**src/rtl/cp0_pkg.sv**
```systemverilog
// cp0_pkg: shared CP0 interrupt constants, Status/Cause field positions and exception codes
package cp0_pkg;
  localparam int IP_SW0 = 0;
  localparam int IP_SW1 = 1;
  localparam int IP_HW0 = 2;
  localparam int IP_TIMER0 = 7;
  localparam int ST_IE = 0;
  localparam int ST_EXL = 1;
  localparam int ST_ERL = 2;
  localparam int ST_IM = 8;
  localparam int CAUSE_EXC = 2;
  localparam int CAUSE_IP = 8;
  localparam int CAUSE_TI = 30;
  localparam int CAUSE_BD = 31;
  typedef enum logic [4:0] {
    EXC_INT  = 5'd0,
    EXC_MOD  = 5'd1,
    EXC_TLBL = 5'd2,
    EXC_TLBS = 5'd3,
    EXC_ADEL = 5'd4,
    EXC_ADES = 5'd5,
    EXC_SYS  = 5'd8,
    EXC_BP   = 5'd9,
    EXC_RI   = 5'd10,
    EXC_CPU  = 5'd11,
    EXC_OV   = 5'd12,
    EXC_TR   = 5'd13
  } excCode_t;
  function automatic int timerBase(input int numHw);
    return IP_HW0 + numHw;
  endfunction
endpackage

```
**src/rtl/cp0_irq_sync.sv**
```systemverilog
// cp0_irq_sync: synchronises one external interrupt line and captures it as level or rising edge
module cp0_irq_sync #(
  parameter int SYNC_STAGES = 2,
  parameter bit EDGE = 1'b0
) (
  input  logic clk,
  input  logic rst_n,
  input  logic irqIn,
  input  logic ack,
  output logic pending
);
  logic [SYNC_STAGES-1:0] syncQ;
  logic lastQ;
  logic synced;
  assign synced = syncQ[SYNC_STAGES-1];
  // edge capture sticks until acknowledged; a new edge in the ack cycle wins
  always_ff @(posedge clk or negedge rst_n)
    if (!rst_n) begin
      syncQ <= '0;
      lastQ <= 1'b0;
      pending <= 1'b0;
    end else begin
      syncQ <= {syncQ[SYNC_STAGES-2:0], irqIn};
      lastQ <= synced;
      pending <= EDGE ? (synced & ~lastQ) | (pending & ~ack) : synced;
    end
endmodule

```
**src/rtl/cp0_irq_timer.sv**
```systemverilog
// cp0_irq_timer: Count/Compare timers, external line capture and prioritised interrupt request
module cp0_irq_timer
  import cp0_pkg::*;
#(
  parameter int NUM_HW_IRQ = 5,
  parameter int NUM_TIMERS = 1,
  parameter int SYNC_STAGES = 2,
  parameter int COUNT_DIV = 1,
  parameter logic [NUM_HW_IRQ-1:0] EDGE_MASK = '0,
  localparam int NUM_IP = 2 + NUM_HW_IRQ + NUM_TIMERS,
  localparam int VW = $clog2(NUM_IP)
) (
  input  logic                    clk,
  input  logic                    rst_n,
  input  logic                    stall,
  input  logic [NUM_HW_IRQ-1:0]   irq_in,
  input  logic [1:0]              sw_ip,
  input  logic [NUM_IP-1:0]       im,
  input  logic                    ie,
  input  logic                    exl,
  input  logic                    erl,
  input  logic                    count_we,
  input  logic [NUM_TIMERS-1:0]   cmp_we,
  input  logic [31:0]             wdata,
  input  logic                    irq_ack,
  output logic [31:0]             count,
  output logic [32*NUM_TIMERS-1:0] compare,
  output logic [NUM_IP-1:0]       ip,
  output logic                    ti,
  output logic                    interrupt,
  output logic [VW-1:0]           irq_vec
);
  localparam int PW = COUNT_DIV > 1 ? $clog2(COUNT_DIV) : 1;
  logic [PW-1:0] presc;
  logic tick;
  logic countWe;
  logic ackOk;
  logic [NUM_TIMERS-1:0] timerPend;
  logic [NUM_HW_IRQ-1:0] hwPend;
  logic [NUM_IP-1:0] masked;
  logic [VW-1:0] hiIdx;
  logic req;
  assign tick = presc == PW'(COUNT_DIV - 1);
  assign countWe = count_we & ~stall;
  assign ackOk = irq_ack & ~stall;
  // Count keeps running through stalls; only the MTC0 write is stall-gated
  always_ff @(posedge clk or negedge rst_n)
    if (!rst_n) begin
      count <= '0;
      presc <= '0;
    end else if (countWe) begin
      count <= wdata;
      presc <= '0;
    end else begin
      count <= count + {31'd0, tick};
      presc <= tick ? '0 : presc + PW'(1);
    end
  for (genvar k = 0; k < NUM_TIMERS; k++) begin : g_tmr
    logic [31:0] cmpQ;
    logic matchQ;
    logic pend;
    logic match;
    assign match = count == cmpQ;
    assign compare[32*k +: 32] = cmpQ;
    assign timerPend[k] = pend;
    // matchQ resets high so count==compare==0 out of reset is not a fresh match
    always_ff @(posedge clk or negedge rst_n)
      if (!rst_n) begin
        cmpQ <= '0;
        matchQ <= 1'b1;
        pend <= 1'b0;
      end else begin
        matchQ <= match;
        if (cmp_we[k] & ~stall) begin
          cmpQ <= wdata;
          pend <= 1'b0;
        end else if (match & ~matchQ)
          pend <= 1'b1;
      end
  end
  for (genvar i = 0; i < NUM_HW_IRQ; i++) begin : g_hw
    cp0_irq_sync #(
      .SYNC_STAGES(SYNC_STAGES),
      .EDGE(EDGE_MASK[i])
    ) u_sync (
      .clk(clk),
      .rst_n(rst_n),
      .irqIn(irq_in[i]),
      .ack(ackOk && irq_vec == VW'(IP_HW0 + i)),
      .pending(hwPend[i])
    );
  end
  assign ip = {timerPend, hwPend, sw_ip};
  assign ti = |timerPend;
  assign masked = ip & im;
  assign req = |masked & ie & ~exl & ~erl;
  always_comb begin
    hiIdx = '0;
    for (int j = 0; j < NUM_IP; j++)
      hiIdx = masked[j] ? VW'(j) : hiIdx;
  end
  always_ff @(posedge clk or negedge rst_n)
    if (!rst_n) begin
      interrupt <= 1'b0;
      irq_vec <= '0;
    end else begin
      interrupt <= req;
      irq_vec <= |masked ? hiIdx : irq_vec;
    end
endmodule
```
**config.mk**
```make
export PLATFORM = sky130hd
export DESIGN_NAME = cp0_irq_timer
export DESIGN_NICKNAME = d
export VERILOG_FILES = /design/src/rtl/cp0_pkg.sv /design/src/rtl/cp0_irq_sync.sv /design/src/rtl/cp0_irq_timer.sv
export SDC_FILE = /design/constraint.sdc
export NUM_CORES = 1
export LEC_CHECK = 0
export CAP_MARGIN = 20
export CORE_ASPECT_RATIO = 1.4
export CORE_MARGIN = 4
export CORE_UTILIZATION = 50
export CTS_CLUSTER_SIZE = 12
export DETAILED_ROUTE_END_ITERATION = 12
export GPL_TIMING_DRIVEN = 0
export HOLD_SLACK_MARGIN = 0.08
export PLACE_DENSITY = 0.86
export SETUP_SLACK_MARGIN = 0.5
export SYNTH_ARGS = -nofsm -noshare
export SYNTH_HDL_FRONTEND = slang
export SYNTH_SLANG_ARGS = --single-unit
```
**constraint.sdc**
```tcl
create_clock -name clk -period 3.9 [get_ports clk]
set_input_delay 0.78 -clock clk [delete_from_list [all_inputs] [get_ports clk]]
set_output_delay 0.78 -clock clk [all_outputs]
set_load 0.05 [all_outputs]
```
==> flow_metrics.env <==
export IMPL_status="complete, no violations"
export IMPL_gp_congestion=0.887
export IMPL_die_h_um=115
export IMPL_cts_root_buf="clkbuf_8"
export IMPL_cp_max_fo=3
export IMPL_hold_depth=0
export IMPL_peakVddDrop_mv=0.326
export IMPL_setup_slack_ns=0.888
export IMPL_layout_cells_non_filler=614
export IMPL_final_hold_viol_count=0
export IMPL_leakage_nw=2.30
export IMPL_place_inst=598
export IMPL_hold_end="g_hw[4].u_sync.syncQ[1]$_DFF_PN0_"
export IMPL_period_minus_slack_ns=3.01
export IMPL_async_flop_share_pct=100
export IMPL_power_per_cell_area_mw_per_mm2=502
export IMPL_nFillCells=568
export IMPL_reg2regPathDepth=5
export IMPL_clk_insertion_delay_late_ns=0.36
export IMPL_relSlewSlack_pct=57.7
export IMPL_syn_area_per_cell_um2=11.2
export IMPL_dieWidth_um=84.5
export IMPL_numCtsBuffers=9
export IMPL_reg2reg_slack_ns=1.95
export IMPL_synth_xor_area_share_pct=13.0
export IMPL_ys_types=41
export IMPL_cp_start_kind="primary input"
export IMPL_path_delay_family="buffers and inverters"
export IMPL_pre_cts_ws_ns=0.888
export IMPL_core_area_mm2=0.00789
export IMPL_yosysWarnings=0
export IMPL_drt_iter0_drc=189
export IMPL_synth_mux_area_share_pct=8.79
export IMPL_grt_pass1_vias=3573
export IMPL_antenna_found_initial=0
export IMPL_crit_path_max_incr_delay_ns=0.79
export IMPL_cts_tree="yes"
export IMPL_fin_util_pct=73.1
export IMPL_path_cells="clkdlybuf4s50_1 > buf_4 > clkdlybuf4s50_1"
export IMPL_cts_repair_resized=0
export IMPL_netlist_instances=366
export IMPL_fmax_mhz=332
export IMPL_regArea_mm2=0.00213
export IMPL_clk_pin_slew_ns=0.08
export IMPL_floorplan_initialDensity_pct=51.9
export IMPL_finalWirelength_mm=11.2
export IMPL_htreeDepth=3
export IMPL_dr_pass1_iters=8
export IMPL_fp_dieArea_mm2=0.00973
export IMPL_clk_path_buf_depth=2
export IMPL_regToRegStartpoint="count[11]$_DFF_PN0_"
export IMPL_row_count=38
export IMPL_ctsHoldBuffers=0
export IMPL_arrival_ns=2.23
export IMPL_grt_pass1_wl_mm=18.1
export IMPL_fin_nets=566
export IMPL_crit_top_cell="clkdlybuf4s50_1"
export IMPL_drcViolationCount=0
export IMPL_synth_compound_area_share_pct=6.29
export IMPL_drv_slew=0
export IMPL_worst_path_buf_inv=3
export IMPL_drive_above_1_share_pct=14.6
export IMPL_grt_overflow_total=0
export IMPL_drv_cap=0
export IMPL_synth_edf_count=0
export IMPL_synth_area_mm2=0.00410
export IMPL_end_kind="primary output"
export IMPL_hold_class="flip-flop to flip-flop"
export IMPL_post_cts_buffers=0
export IMPL_slowest_stage="clkdlybuf4s50_1"
export IMPL_num_vias=3354
export IMPL_ant_nets=0
export IMPL_portBuffers=131
export IMPL_synthFlopType="dfrtp_1"
export IMPL_grt_max_degree=45
export IMPL_area_growth_pct=40.7
export IMPL_vias_per_cell=5.46
export IMPL_r2r_end="ti$_DFFE_PN0P_"
export IMPL_synth_fa_ha_area_share_pct=0.305
export IMPL_syn_nets=423
export IMPL_synth_top_family_by_area="simple AND/OR/NAND/NOR gates"
export IMPL_pin_count=133
export IMPL_rsz0062_at_grt="no"
export IMPL_ys_ff_latch=85
export IMPL_setup_viol=0
export IMPL_crit_required_ns=3.12
export IMPL_fin_tns_setup_ns=0
export IMPL_fin_crit_sh_pct=77.2
export IMPL_tightest_slew_ns=0.634
export IMPL_hpwl_mm=8.57
export IMPL_fin_skew_ns=0.00811
export IMPL_multi_input_area_mm2=0.00183
export IMPL_yosys_area_share_simple_pct=16.3
export IMPL_hold_path_startpoint="g_hw[4].u_sync.syncQ[0]$_DFF_PN0_"
export IMPL_insertedDiodeCount=0
export IMPL_gr_usage_all_layers_pct=23.6
export IMPL_critical_path_class="primary input to primary output"
export IMPL_cts_sinks=85
export IMPL_ys_seq_area_share_pct=51.9
export IMPL_avgRoutedWirePerCell_um=18.2
## worst max-delay path by stage
stage	startpoint	endpoint	slack (ns)	cells past startpoint
floorplan	count[0]$_DFF_PN0_	count[28]$_DFF_PN0_	1.91	7
global placement	rst_n	compare[4]$_DFFE_PN0P_	-0.92	1
detailed placement	sw_ip[1]	ip[1]	0.89	3
CTS	sw_ip[1]	ip[1]	0.88	3
global route	sw_ip[1]	ip[1]	0.85	3
finish	sw_ip[1]	ip[1]	0.89	3
## metrics by stage
stage               total power, W  area, µm²  hold slack (ns)
floorplan                  0.00181       4100            0.331
global placement           0.00222       5530            0.333
detailed placement         0.00224       5550            0.336
CTS                        0.00292       5770            0.344
global route               0.00303       5770            0.350
finish                     0.00290       5770            0.342
## cells by family (layout without fill, tap and decap cells)
group                      after synthesis  in the layout
buffers and inverters                   27            175
AOI/OAI and AO/OA                       44             44
DFF                                     85             85
xor gates and xnor gates                61             61
adders and majority gates                1              1
muxes                                   32             32
and+or+nand+nor                        116            116
## cells in the mapped netlist, types with 10 or more instances
cell type / n / area share (%)
dfrtp_1: 84 / 51
o21ai_1: 13 / 1.6
nand3_1: 10 / 1.2
xor2_1: 31 / 6.6
nand2_1: 47 / 4.3
xnor2_1: 30 / 6.4
nor2_1: 10 / 0.92
o21ai_0: 16 / 2.0
clkbuf_1: 11 / 1.0
mux2_2: 32 / 8.8
## where the power goes
part           internal [W]  switching (W)
clock network      0.000361       0.000309
logic              0.000406       0.000661
registers           0.00100       0.000161
total               0.00177        0.00113
## sequential cells by signal (all words and copies together) (netlist names)
signal / cells
ti: 1
interrupt: 1
irq_vec: 3
g_hw.u_sync.pending: 5
count: 32
compare: 32
g_tmr.matchQ: 1
g_hw.u_sync.syncQ: 10
## cell usage in the layout, fill, tap and decap left out, types with 3 or more instances in the layout
cell             synthesis  final
inv_1                    5      5
dfrtp_1                 84     84
nand4_1                  6      6
nor4_1                   8      8
a22oi_1                  3      3
clkbuf_8                 0      9
buf_4                    8      9
nor2_1                  10     10
and2_1                   3      3
xnor2_1                 30     30
nor3_1                   8      8
clkbuf_1                11     12
a21oi_1                  4      4
buf_2                    3      3
o21ai_1                 13     13
xor2_1                  31     31
and4_1                   4      4
nor4_2                   5      5
mux2_2                  32     32
clkdlybuf4s50_1          0    130
nand3_1                 10     10
nand2_1                 47     47
o21ai_0                 16     16
## area by class of cell
type                            instances  area share (%)
Sequential cell                        85            36.9
Multi-Input combinational cell        254            31.8
Timing Repair Buffer                  132            23.0
Clock buffer                           10            2.21
Tap cell                              100            2.17
Buffer                                 22            2.02
Clock inverter                          6            1.52
Inverter                                5           0.325
## routing by layer
layer  up-vias  track usage, %  share of wire [%]  wire length, µm
met5         -               0                  0                0
met4         0            13.1                4.2              473
met3        35            5.02                6.4              719
met2       138            40.1                 51             5680
met1      1630            27.7                 39             4310
li1       1551               -                  -                -
(Power assumes the default switching activity.)
